--- config.mk ---
export PLATFORM = sky130hd
export DESIGN_NAME = cv32e40n_data_arb
export DESIGN_NICKNAME = d
export VERILOG_FILES = /design/src/rtl/cv32e40n_data_arb.sv
export SDC_FILE = /design/constraint.sdc
export NUM_CORES = 1
export LEC_CHECK = 0
export CORE_AREA = 2 2 121 123
export CTS_BUF_LIST = sky130_fd_sc_hd__clkbuf_4
export CTS_CLUSTER_DIAMETER = 40
export CTS_CLUSTER_SIZE = 8
export DETAILED_ROUTE_END_ITERATION = 8
export DIE_AREA = 0 0 123 125
export PLACE_DENSITY_LB_ADDON = 0.3
export SLEW_MARGIN = 20
export SYNTH_ARGS = -nofsm -noshare
export SYNTH_HDL_FRONTEND = slang
export SYNTH_SLANG_ARGS = --single-unit
export TNS_END_PERCENT = 30
--- constraint.sdc ---
create_clock -name clk_i -period 2.25 [get_ports clk_i]
set_input_delay 0.225 -clock clk_i [delete_from_list [all_inputs] [get_ports clk_i]]
set_output_delay 0.225 -clock clk_i [all_outputs]
set_load 0.005 [all_outputs]
--- src/rtl/cv32e40n_data_arb.sv ---
// Round-robin arbiter merging several OBI data masters onto one slave port,
// with an in-order ID FIFO that routes each response back to its requester.
module cv32e40n_data_arb #(
  parameter  int NUM_MASTERS     = 2,
  parameter  int ADDR_WIDTH      = 32,
  parameter  int DATA_WIDTH      = 32,
  parameter  int MAX_OUTSTANDING = 2,
  localparam int BE_W            = DATA_WIDTH / 8,
  localparam int CNT_W           = $clog2(MAX_OUTSTANDING + 1)
) (
  input  logic                              clk_i,
  input  logic                              rst_i,
  input  logic [NUM_MASTERS-1:0]            m_req_i,
  output logic [NUM_MASTERS-1:0]            m_gnt_o,
  input  logic [NUM_MASTERS*ADDR_WIDTH-1:0] m_addr_i,
  input  logic [NUM_MASTERS-1:0]            m_we_i,
  input  logic [NUM_MASTERS*BE_W-1:0]       m_be_i,
  input  logic [NUM_MASTERS*DATA_WIDTH-1:0] m_wdata_i,
  output logic [NUM_MASTERS-1:0]            m_rvalid_o,
  output logic [NUM_MASTERS*DATA_WIDTH-1:0] m_rdata_o,
  output logic                              s_req_o,
  input  logic                              s_gnt_i,
  input  logic                              s_rvalid_i,
  output logic [ADDR_WIDTH-1:0]             s_addr_o,
  output logic                              s_we_o,
  output logic [BE_W-1:0]                   s_be_o,
  output logic [DATA_WIDTH-1:0]             s_wdata_o,
  input  logic [DATA_WIDTH-1:0]             s_rdata_i,
  output logic [CNT_W-1:0]                  outstanding_o,
  output logic                              rsp_err_o
);

  localparam int IDX_W = $clog2(NUM_MASTERS);
  localparam int PTR_W = (MAX_OUTSTANDING > 1) ? $clog2(MAX_OUTSTANDING) : 1;
  localparam logic [IDX_W-1:0] LAST_IDX = IDX_W'(NUM_MASTERS - 1);
  localparam logic [PTR_W-1:0] LAST_PTR = PTR_W'(MAX_OUTSTANDING - 1);
  localparam logic [CNT_W-1:0] MAX_CNT  = CNT_W'(MAX_OUTSTANDING);

  logic [IDX_W-1:0] r_rr_ptr;
  logic             r_locked;
  logic [IDX_W-1:0] r_lock_idx;
  logic [IDX_W-1:0] r_fifo [MAX_OUTSTANDING];
  logic [PTR_W-1:0] r_wptr;
  logic [PTR_W-1:0] r_rptr;
  logic [CNT_W-1:0] r_count;
  logic             r_rsp_err;

  logic [IDX_W-1:0] w_rr_idx;
  logic [IDX_W-1:0] w_sel;
  logic [IDX_W-1:0] w_head;
  logic             w_hs;
  logic             w_pop;

  always_comb begin
    int v_sum;
    logic v_found;
    w_rr_idx = r_rr_ptr;
    v_found  = 1'b0;
    v_sum    = 0;
    for (int i = 0; i < NUM_MASTERS; i++) begin
      v_sum = int'(r_rr_ptr) + i;
      if (v_sum >= NUM_MASTERS) begin
        v_sum = v_sum - NUM_MASTERS;
      end else begin
        v_sum = v_sum;
      end
      if (!v_found && m_req_i[v_sum]) begin
        v_found  = 1'b1;
        w_rr_idx = IDX_W'(v_sum);
      end else begin
        v_found  = v_found;
      end
    end
  end

  // A stalled request keeps its master until the slave grants it.
  assign w_sel   = r_locked ? r_lock_idx : w_rr_idx;
  assign s_req_o = (|m_req_i) && (r_count < MAX_CNT);
  assign w_hs    = s_req_o & s_gnt_i;
  assign w_pop   = s_rvalid_i && (r_count != '0);
  assign w_head  = r_fifo[r_rptr];

  always_comb begin
    m_gnt_o    = '0;
    m_rvalid_o = '0;
    m_rdata_o  = '0;
    if (s_req_o) begin
      s_addr_o  = m_addr_i[int'(w_sel)*ADDR_WIDTH +: ADDR_WIDTH];
      s_we_o    = m_we_i[w_sel];
      s_be_o    = m_be_i[int'(w_sel)*BE_W +: BE_W];
      s_wdata_o = m_wdata_i[int'(w_sel)*DATA_WIDTH +: DATA_WIDTH];
    end else begin
      s_addr_o  = '0;
      s_we_o    = 1'b0;
      s_be_o    = '0;
      s_wdata_o = '0;
    end
    if (w_hs) begin
      m_gnt_o[w_sel] = 1'b1;
    end else begin
      m_gnt_o = '0;
    end
    if (w_pop) begin
      m_rvalid_o[w_head] = 1'b1;
      m_rdata_o[int'(w_head)*DATA_WIDTH +: DATA_WIDTH] = s_rdata_i;
    end else begin
      m_rvalid_o = '0;
    end
  end

  // A response arriving with nothing outstanding pops nothing and only raises the error flag.
  always_ff @(posedge clk_i) begin
    if (rst_i) begin
      r_rr_ptr   <= '0;
      r_locked   <= 1'b0;
      r_lock_idx <= '0;
      r_wptr     <= '0;
      r_rptr     <= '0;
      r_count    <= '0;
      r_rsp_err  <= 1'b0;
      for (int i = 0; i < MAX_OUTSTANDING; i++) begin
        r_fifo[i] <= '0;
      end
    end else begin
      if (w_hs) begin
        r_rr_ptr      <= (w_sel == LAST_IDX) ? '0 : w_sel + 1'b1;
        r_locked      <= 1'b0;
        r_fifo[r_wptr] <= w_sel;
        r_wptr        <= (r_wptr == LAST_PTR) ? '0 : r_wptr + 1'b1;
      end else if (s_req_o) begin
        r_locked   <= 1'b1;
        r_lock_idx <= w_sel;
      end else begin
        r_locked   <= r_locked;
      end
      if (w_pop) begin
        r_rptr <= (r_rptr == LAST_PTR) ? '0 : r_rptr + 1'b1;
      end else begin
        r_rptr <= r_rptr;
      end
      if (s_rvalid_i && (r_count == '0)) begin
        r_rsp_err <= 1'b1;
      end else begin
        r_rsp_err <= r_rsp_err;
      end
      r_count <= r_count + CNT_W'(w_hs) - CNT_W'(w_pop);
    end
  end

  assign outstanding_o = r_count;
  assign rsp_err_o     = r_rsp_err;

endmodule

==> metrics.cfg, run 1 <==
[run]
maxCapViolCount=0

[critical_path]
crit_family=buffers and inverters
path_class=register to output pin
worst-path-buf-inv=4
crit_slowest_cell=dfxtp_2
slowest_delay_ps=350
end_kind=output pin
crit_chain=a21boi_1 -> o31a_2 -> buf_4 -> buf_12 -> buf_4 -> mux2i_2 -> dlygate4sd2_1
arrival_ps=2010
crit_required_ps=2030
crit_path_start_kind=register
worst-path-max-fanout=9
crit_path_frequent_cell=buf_4

[logic_synthesis]
synth_cell_types=31
synth_edf_count=2
ys.flop_type=dfxtp_1
syn_area_sq_um=2300
synth_top_area_share_pct=30.5
synthesis.nets=534
avgSynthCellArea_sq_um=6.43
synth_area_leader_cell=mux2i_1
yosysWarnings=0
ys_seq_area_share_pct=10.5
synth.most_common_cell=nand2_1
synthArstFlopShare_pct=0
yosys-top-cells-count=nand2_1 (140), mux2i_1 (70), and2_1 (64)
synth.area.top_cells=mux2i_1 (31%), nand2_1 (23%), and2_1 (17%)
syn-instance-count=357
ys_ff_latch=11

[final_layout]
final_core_utilization_pct=41.8
multiInputGateArea_sq_um=1890
area_delta_synth_final_pct=159
design_area_sq_um=5940
nNetsFinal=854
antenna_cells=0
final_cells=860
fill_cells=1440
layout-drive-gt1-share_pct=6.80
seqCellArea_sq_um=241

[clock_network]
hold_buffers=0
cts_tree=done
numCtsBuffers=3
worstSkewPairLatency_ps=260
path_clk_slew_ps=70
root_buffer=clkbuf_4
htree_levels=1
cts.sinks=11
cts_buffer_depth=2

[floorplanning]
io_pins=317
die_area_sq_um=15400
rows=44
die_h_um=125
die_x_um=123
initial_core_util_pct=16.2
core_sq_um=14200

[place]
dpl_cell_area_sq_um=5690
portBuffers=316
post-place-cells=839
dp_hpwl_um=9720
gp_congestion=0.812

[timing]
slew_headroom_pct=64.9
finalCriticalPeriod_ps=2240
worst_clock_skew_ps=1.10
fmax_mhz=446
hold_ws_ps=484
setup_viol=0
rsz0062_at_grt=true
finalHoldViolations=0
post-route-period-util_pct=99.5
worst_slew_pin_slew_ps=526
slew_violations=0

[global_route]
grt_pass1_vias=3532
grt_remaining_overflow=0
grt_usage_pct=13.9
grt_pass1_wl_um=17200
antenna_found_initial=0
grt_start_max_net_pins=59

[detailed_routing]
post_drt_via_cell_ratio=4.12
antenna_left=0
drt-pass1-iter-count=4
drc=0
num_vias=3539
drt_iter0_markers=52
wl_um=12100
routedWlPerCell_um=14.0

[pwr]
powerDensity_nw_per_um2=489
max-vdd-ir-drop_v=0.000235
p_leak_uw=0.00310

[hold_path]
hp-class=register to register

[status]
status=finished, final reports clean

[power breakdown]
| group | internal [uW] | switching [uW] |
|---|---|---|
| logic | 1490 | 985 |
| registers | 248 | 35.8 |
| clock network | 80.5 | 67.7 |
[flip-flops by register name, summed over array words and instances, names as in the netlist, named ones only]
signal / cells
rsp_err_o: 1
r_wptr: 1
r_lock_idx: 1
outstanding_o: 2
r_rptr: 1
r_rr_ptr: 1
r_fifo: 2
r_locked: 1
[metal layers]
| metal | wire [um] | global-route usage [%] | part of all wire, % |
|---|---|---|---|
| met5 | 0 | 0 | 0 |
| met4 | 29 | 1.40 | 0.24 |
| met3 | 1170 | 3.51 | 9.7 |
| met2 | 6890 | 30.6 | 57 |
| met1 | 3980 | 12.4 | 33 |
[metrics by stage]
stage	TNS (ps)	total power, uW	worst slack (ps)
2_1_floorplan	0	1310	641
3_3_place_gp	-9290	2730	-282
3_5_place_dp	-9730	2760	-267
4_1_cts	-3060	2840	-192
5_1_grt	-100	3150	-80.9
6_report	0	2900	10.3
[final cells by class]
cell class	instances	share of cell area, %
Clock buffer	4	0.506
Tap cell	184	3.88
Inverter	3	0.421
Sequential cell	11	4.07
Multi-Input combinational cell	312	31.9
Timing Repair Buffer	346	59.2
[tightest hold or removal path, stage by stage (launching register included)]
cell     delay, ps
dfxtp_1        340
a21oi_1         40
nor2_1          70
[cells in the final DEF (no fill, tap or decap), types with 2 or more instances in the layout]
master	count
and2_1	64
dfxtp_1	8
clkdlybuf4s50_1	243
mux2i_1	68
buf_12	5
xor2_1	2
buf_4	20
a21oi_1	3
dlygate4sd2_1	52
edfxtp_1	2
clkbuf_16	2
inv_1	2
clkbuf_4	4
o21ai_0	2
nor2_1	7
nand2_1	140
buf_16	3
dlymetal6s2s_1	18
nor2b_1	6
[what timing repair did]
action / CTS / global route
setup endpoints to repair: 71 / 64
setup buffers: 2 / 11
resized for setup: 60 / 29
cloned: 2 / 2
pin swaps: 1 / 1
[path summary, 6_finish.rpt]
kind	start	endpoint	slack, ps	cells past startpoint
worst max-delay path	r_rr_ptr	s_addr_o[23]	10	7
worst min-delay path	rsp_err_o	rsp_err_o	480	2
worst max register to register	outstanding_o[1]	outstanding_o[1]	250	8
worst min register to register	rsp_err_o	rsp_err_o	480	2
[logic make-up (layout without fill, tap and decap cells)]
| group | Yosys count | count (layout) | synth area share [%] |
|---|---|---|---|
| simple gates | 224 | 224 | 45.1 |
| mux | 71 | 71 | 31.0 |
| buf+inv | 34 | 353 | 8.01 |
| compound gates | 14 | 14 | 4.09 |
| flops | 11 | 11 | 10.5 |
| xor+xnor | 2 | 2 | 0.763 |
| fa+ha+maj | 1 | 1 | 0.545 |
(Power assumes the default switching activity.)
==> run 2: changes to the inputs <==
Settings changed: CORE_AREA 2 2 121 123 to 2 2 124 126, DIE_AREA 0 0 123 125 to 0 0 126 128.
Clock period 2.25 ns to 2.6 ns, I/O delays scaled along.
==> run 2 against run 1 <==
  * Clock power shrank 14%
  * Global-route usage down 1.2 points
  * Critical path type is now input port to output pin
  * Worst hold slack got worse by 6.6 ps
  * Critical endpoint is now s_addr_o[22]
  * Clock-buffer cell count is the same
  * Utilization shrank 2.9 points
  * Power decreased by 13%
  * Via count is 2.0% lower
  * First-iteration DRC count increased by 33%
  * Wire length down 3.4%
  * Final cell count fell by 1.5%
  * Highest routed layer unchanged
==> metrics.cfg, run 2 (same netlist as run 1, synthesis figures left out) <==
[final_layout]
layout-drive-gt1-share_pct=3.34  ; -3.5 points
final_common_cell=clkdlybuf4s50_1
nNetsFinal=836  ; -2.1%
multiInputGateArea_sq_um=1880  ; -0.53%
seqCellArea_sq_um=240  ; -0.52%
mostFrequentLayoutCells=clkdlybuf4s50_1 (316), nand2_1 (140), mux2i_1 (70)
design_area_sq_um=5780  ; -2.6%
final_core_utilization_pct=38.9  ; -2.9 points
area_delta_synth_final_pct=152
fill_cells=1533  ; +6.5%

[place]
portBuffers=316  ; unchanged
dp_hpwl_um=9710  ; about the same
gp_congestion=0.932  ; +15%
pre_cts_ws_ps=99.3  ; +366 ps
dpl_cell_area_sq_um=5690  ; about the same

[clock_network]
worstSkewPairLatency_ps=270  ; about the same
cts_setup_buffers=0  ; -2
root_buffer=clkbuf_4
cts_buffer_depth=2  ; unchanged
numCtsBuffers=3  ; unchanged
path_clk_slew_ps=70  ; about the same
htree_levels=1  ; unchanged
hold_buffers=0  ; unchanged
cts_tree=done
cts.sinks=11  ; unchanged

[timing]
worst_clock_skew_ps=1.66  ; +0.562 ps
finalHoldViolations=0  ; unchanged
fmax_mhz=406
slew_violations=0  ; unchanged
setup_ws_ps=139  ; +129 ps
worst_slew_pin_slew_ps=531  ; +5.29 ps
post-route-period-util_pct=94.6
slew_headroom_pct=64.5  ; -0.35 points
setup_viol=0  ; unchanged
tns_ps=0  ; unchanged
finalCriticalPeriod_ps=2460
rsz0062_at_grt=false

[pwr]
powerDensity_nw_per_um2=438  ; -10%
max-vdd-ir-drop_v=0.000158  ; -33%
p_leak_uw=0.00266  ; -14%

[critical_path]
end_kind=output pin
slowest_delay_ps=520  ; +170 ps
critPathCapture=s_addr_o[22]
r2r_cells=8  ; unchanged
crit_slowest_cell=clkdlybuf4s50_1
arrival_ps=2200  ; +190 ps
crit_chain=clkdlybuf4s50_1 -> a21boi_1 -> o31a_4 -> clkbuf_16 -> mux2i_1 -> clkdlybuf4s50_1
crit_path_frequent_cell=clkdlybuf4s50_1
worst-path-max-fanout=21  ; +12
crit_path_start_kind=input port
r2r_slack_ps=630  ; +380 ps
crit_required_ps=2340  ; +310 ps
r2r-start=outstanding_o[1]
r2r-end=outstanding_o[1]
startpoint=m_req_i[0]
path_class=input port to output pin

[floorplanning]
die_area_sq_um=16100  ; +4.9%
initial_core_util_pct=15.4  ; -0.72 points
core_sq_um=14900  ; +4.7%
die_h_um=128  ; +2.4%
io_pins=317  ; unchanged
rows=45  ; +2.3%
die_x_um=126  ; +2.4%

[global_route]
grt_util_met2_pct=26.0  ; -4.7 points
grt_remaining_overflow=0  ; unchanged
grt_start_max_net_pins=70  ; +19%
use_met3_pct=3.59  ; +0.077 points
grt_pass1_wl_um=16800  ; -2.4%
grt_busiest_layer=met2
gr-usage-met1_pct=12.2  ; -0.18 points
grt_usage_pct=12.7  ; -1.2 points
antenna_found_initial=1  ; +1
grt_pass1_vias=3417  ; -3.3%

[detailed_routing]
antenna_left=0  ; unchanged
post_drt_via_cell_ratio=4.09  ; -0.53%
drt_iter0_markers=69  ; +33%
routedWlPerCell_um=13.8  ; -1.9%
drc=0  ; unchanged
wl_um=11700  ; -3.4%
drt-pass1-iter-count=4  ; unchanged
num_vias=3467  ; -2.0%

[status]
status=finished, final reports clean

[hold_path]
hp-class=register to register

[run]
maxCapViolCount=0  ; unchanged

[run 2: cell types whose count changed in the layout (fill, tap and decap cells not counted), moves of 3 or more]
cell / change
buf_16: -3
buf_4: -17
clkdlybuf4s50_1: +73
dlygate4sd2_1: -52
dlymetal6s2s_1: -18
[run 2: how the worst min path moves through the flow]
stage          startpoint               end  slack (ps)  cells after the start
6_report        rsp_err_o         rsp_err_o         480                      2
5_1_grt         rsp_err_o         rsp_err_o         510                      2
4_1_cts         rsp_err_o         rsp_err_o         490                      2
3_5_place_dp    rsp_err_o         rsp_err_o         470                      2
3_3_place_gp    rsp_err_o         rsp_err_o         460                      2
2_1_floorplan       rst_i  outstanding_o[0]         330                      1
[run 2: repair_timing]
item / 4_1_cts / 5_1_grt
resized for setup: 0 / 2
hold endpoints to repair: 0 / 0
setup endpoints to repair: 0 / 26
[run 2: area by class of cell]
class	count	area share, %
repair buffers	328	58.4
multi-input cells	312	32.6
flip-flops and latches	11	4.15
well taps	188	4.07
clock buffers	4	0.519
inverters	3	0.238
diodes	1	0.0433
[run 2: where the power goes]
part,switching [uW],internal (uW),total [uW]
Combinational,827,1340,2160
Clock,57.2,69.8,127
Sequential,28.1,214,242
[run 2: critical path: cells and delay by family]
kind	cells	cell delay (ps)
AO/OA/AOI/OAI	2	450
buffers and inverters	3	1260
multiplexers	1	210
[run 2: metrics by stage]
| step | total power, uW | hold WS, ps | cells |
|---|---|---|---|
| finish | 2530 | 477 | 847 |
| floorplan | 1140 | 332 | 357 |
| detailed placement | 2380 | 471 | 840 |
| global placement | 2360 | 461 | 840 |
| global route | 2730 | 509 | 847 |
| CTS | 2520 | 490 | 844 |
[run 2: per-layer routing]
metal | wire length [um] | share of wire [%]
met3 | 1070 | 9.1
met5 | 0 | 0
met2 | 6390 | 55
met4 | 261 | 2.2
met1 | 3950 | 34
==> run 3: changes to the inputs <==
Settings changed: ABC_AREA from default to 1, CORE_AREA 2 2 124 126 to 2 2 123 125, DIE_AREA 0 0 126 128 to 0 0 125 127, SKIP_CTS_REPAIR_TIMING from default to 1.
==> run 3 against run 2 <==
  * Cell area decreased by 7.0%
  * Clock power about the same
  * First-iteration DRC count decreased by 20%
  * Utilization decreased by 1.6 points
  * Setup slack improved by 12 ps
  * Power increased by 12%
  * Sequential share of layout area increased by 0.31 points
  * Critical path type unchanged
  * Largest power group unchanged
  * Highest routed layer unchanged
==> metrics.cfg, run 3 <==
[clock_network]
cts.sinks=11  ; unchanged
htree_levels=1  ; unchanged
numCtsBuffers=3  ; unchanged
root_buffer=clkbuf_4
worstSkewPairLatency_ps=270  ; about the same
cts_tree=done
path_clk_slew_ps=70  ; about the same
cts_buffer_depth=2  ; unchanged

[logic_synthesis]
synth_area_leader_cell=nor2_1
ys_ff_latch=11  ; unchanged
syn-instance-count=402  ; +13%
synth.area.top_cells=nor2_1 (36%), o21ai_0 (18%), dfxtp_1 (9.1%)
synth_cell_types=23  ; -26%
synthesis.nets=579  ; +8.4%
synthArstFlopShare_pct=0  ; unchanged
synth-adder-area-share_pct=0.631  ; +0.086 points
ys.flop_type=dfxtp_1
yosysWarnings=0  ; unchanged
synthXorXnorAreaFrac_pct=0.442  ; -0.32 points
yosys-top-cells-count=nor2_1 (192), o21ai_0 (73), inv_1 (45)
synth_compound_area_share_pct=20.3  ; +16 points
yosys.area_share.simple_pct=48.2  ; +3.1 points
synthMuxAreaShare_pct=0.694  ; -30 points
syn_area_sq_um=1980  ; -14%
synth_edf_count=2  ; unchanged
avgSynthCellArea_sq_um=4.93  ; -23%
synth.most_common_cell=nor2_1
ys_seq_area_share_pct=12.1  ; +1.7 points
synth_top_family_by_area=simple AND/OR/NAND/NOR gates
synth_top_area_share_pct=36.4  ; +5.8 points

[final_layout]
antenna_cells=0  ; -1
nNetsFinal=884  ; +5.7%
final_common_cell=clkdlybuf4s50_1
mostFrequentLayoutCells=clkdlybuf4s50_1 (315), nor2_1 (192), o21ai_0 (73)
area_delta_synth_final_pct=171
design_area_sq_um=5380  ; -7.0%
layout-drive-gt1-share_pct=6.09  ; +2.7 points
final_cells=890  ; +5.1%
final_core_utilization_pct=37.3  ; -1.6 points

[pwr]
p_leak_uw=0.00228  ; -14%
combPwrFrac_pct=86.7  ; +1.3 points
max-vdd-ir-drop_v=0.000245  ; +55%
internal-power_uw=1690  ; +4.2%
seqPwrFrac_pct=8.8  ; -0.8 points
powerDensity_nw_per_um2=529  ; +21%
p_clk_share_pct=4.5  ; -0.5 points
switching_share_pct=40.7  ; +4.6 points
p_sw_uw=1160  ; +27%

[floorplanning]
die_x_um=125  ; -0.79%
die_h_um=127  ; -0.78%
die_area_sq_um=15900  ; -1.6%
initial_core_util_pct=13.7  ; -1.7 points
rows=44  ; -2.2%
core_sq_um=14400  ; -3.0%
io_pins=317  ; unchanged

[critical_path]
cp_num_cells=9  ; +3
end_kind=output pin
crit_path_start_kind=input port
r2r_cells=8  ; unchanged
worst-path-buf-inv=4  ; +1
crit_required_ps=2340  ; about the same
arrival_ps=2190  ; about the same
path_class=input port to output pin
crit_family=buffers and inverters
slowest_delay_ps=530  ; about the same
crit_slowest_cell=clkdlybuf4s50_1
crit_chain=clkdlybuf4s50_1 -> o21bai_1 -> nand2_1 -> nand2_2 -> inv_2 -> buf_12 -> nor2_1 -> nor2_1 -> clkdlybuf4s50_1
worst-path-max-fanout=32  ; +52%

[timing]
fmax_mhz=408  ; +0.49%
worst_slew_pin_slew_ps=352  ; -179 ps
setup_viol=0  ; unchanged
hold_ws_ps=476  ; -0.996 ps
rsz0062_at_grt=true
finalCriticalPeriod_ps=2450  ; -12.0 ps
slew_violations=0  ; unchanged
slew_headroom_pct=76.3  ; +12 points
finalHoldViolations=0  ; unchanged
worst_clock_skew_ps=4.72  ; +3.05 ps
post-route-period-util_pct=94.2  ; -0.46 points

[global_route]
grt_remaining_overflow=0  ; unchanged
grt_start_max_net_pins=65  ; -7.1%
grt_usage_pct=13.6  ; +0.87 points
grt_pass1_wl_um=17600  ; +5.0%
grt_pass1_vias=3341  ; -2.2%
antenna_found_initial=0  ; -1

[detailed_routing]
drt-pass1-iter-count=4  ; unchanged
antenna_left=0  ; unchanged
drt_iter0_markers=55  ; -20%
post_drt_via_cell_ratio=3.90  ; -4.8%
wl_um=11700  ; unchanged
num_vias=3469  ; +0.058%
routedWlPerCell_um=13.1  ; -4.8%
drc=0  ; unchanged

[run]
maxCapViolCount=0  ; unchanged

[place]
dpl_cell_area_sq_um=5340  ; -6.0%
portBuffers=316  ; unchanged
post-place-cells=886  ; +5.5%
gp_congestion=0.887  ; -4.8%
dp_hpwl_um=9980  ; +2.7%

[status]
status=finished, final reports clean

[hold_path]
hp-class=register to register
hold_depth=1  ; -1

==> run 3: cell families (layout without fill, tap and decap cells) <==
family,after synthesis,after routing
AND/OR/NAND/NOR,232,232
buffers and inverters,76,380
XOR/XNOR,1,1
multiplexers,1,1
AO/OA/AOI/OAI,80,80
flip-flops,11,11
adder cells (fa/ha/maj),1,1
==> run 3: worst register-to-register path, stage by stage (launching register included) <==
cell      delay, ps
dfxtp_1         410
inv_1           100
nand2_1          80
clkinv_1        230
buf_4           280
nand2_1          80
a21oi_1          60
o21ai_0          70
inv_1            50
==> run 3: worst paths after layout <==
check          endpoint              from  slack, ps
min            register            r_rptr        480
max reg2reg  r_lock_idx  outstanding_o[1]       1140
min reg2reg    register            r_rptr        480
max           s_be_o[0]        m_req_i[0]        150
==> run 3: layer usage <==
layer	vias to the layer above	part of all wire [%]	wire length, um	track usage, %
met2	207	53	6220	27.6
met1	1425	35	4090	13.4
met4	0	0.78	91	1.96
met3	8	11	1260	4.82
li1	1829	-	-	-
met5	-	0	0	0
==> run 3: power groups by stage <==
| stage | Clock (uW) | Sequential, uW | Combinational (uW) |
|---|---|---|---|
| floorplan | 0 | 247 | 944 |
| global placement | 0 | 253 | 2510 |
| detailed placement | 0 | 255 | 2510 |
| CTS | 132 | 251 | 2520 |
| global route | 142 | 257 | 2700 |
| finish | 129 | 251 | 2460 |
==> run 3: layout make-up <==
cell class | instances | area, sq um
Fill cell | 1541 | 9050
Timing Repair Buffer | 327 | 3300
Multi-Input combinational cell | 315 | 1390
Sequential cell | 11 | 240
Tap cell | 184 | 230
Inverter | 49 | 184
Clock buffer | 4 | 30.0
==> run 3: stage by stage <==
stage          TNS [ps]  worst slack, ps  power [uW]
2_1_floorplan         0             1290        1190
4_1_cts               0             94.6        2910
3_3_place_gp          0             93.2        2770
3_5_place_dp          0              103        2770
5_1_grt            -162            -88.6        3100
6_report              0              151        2840
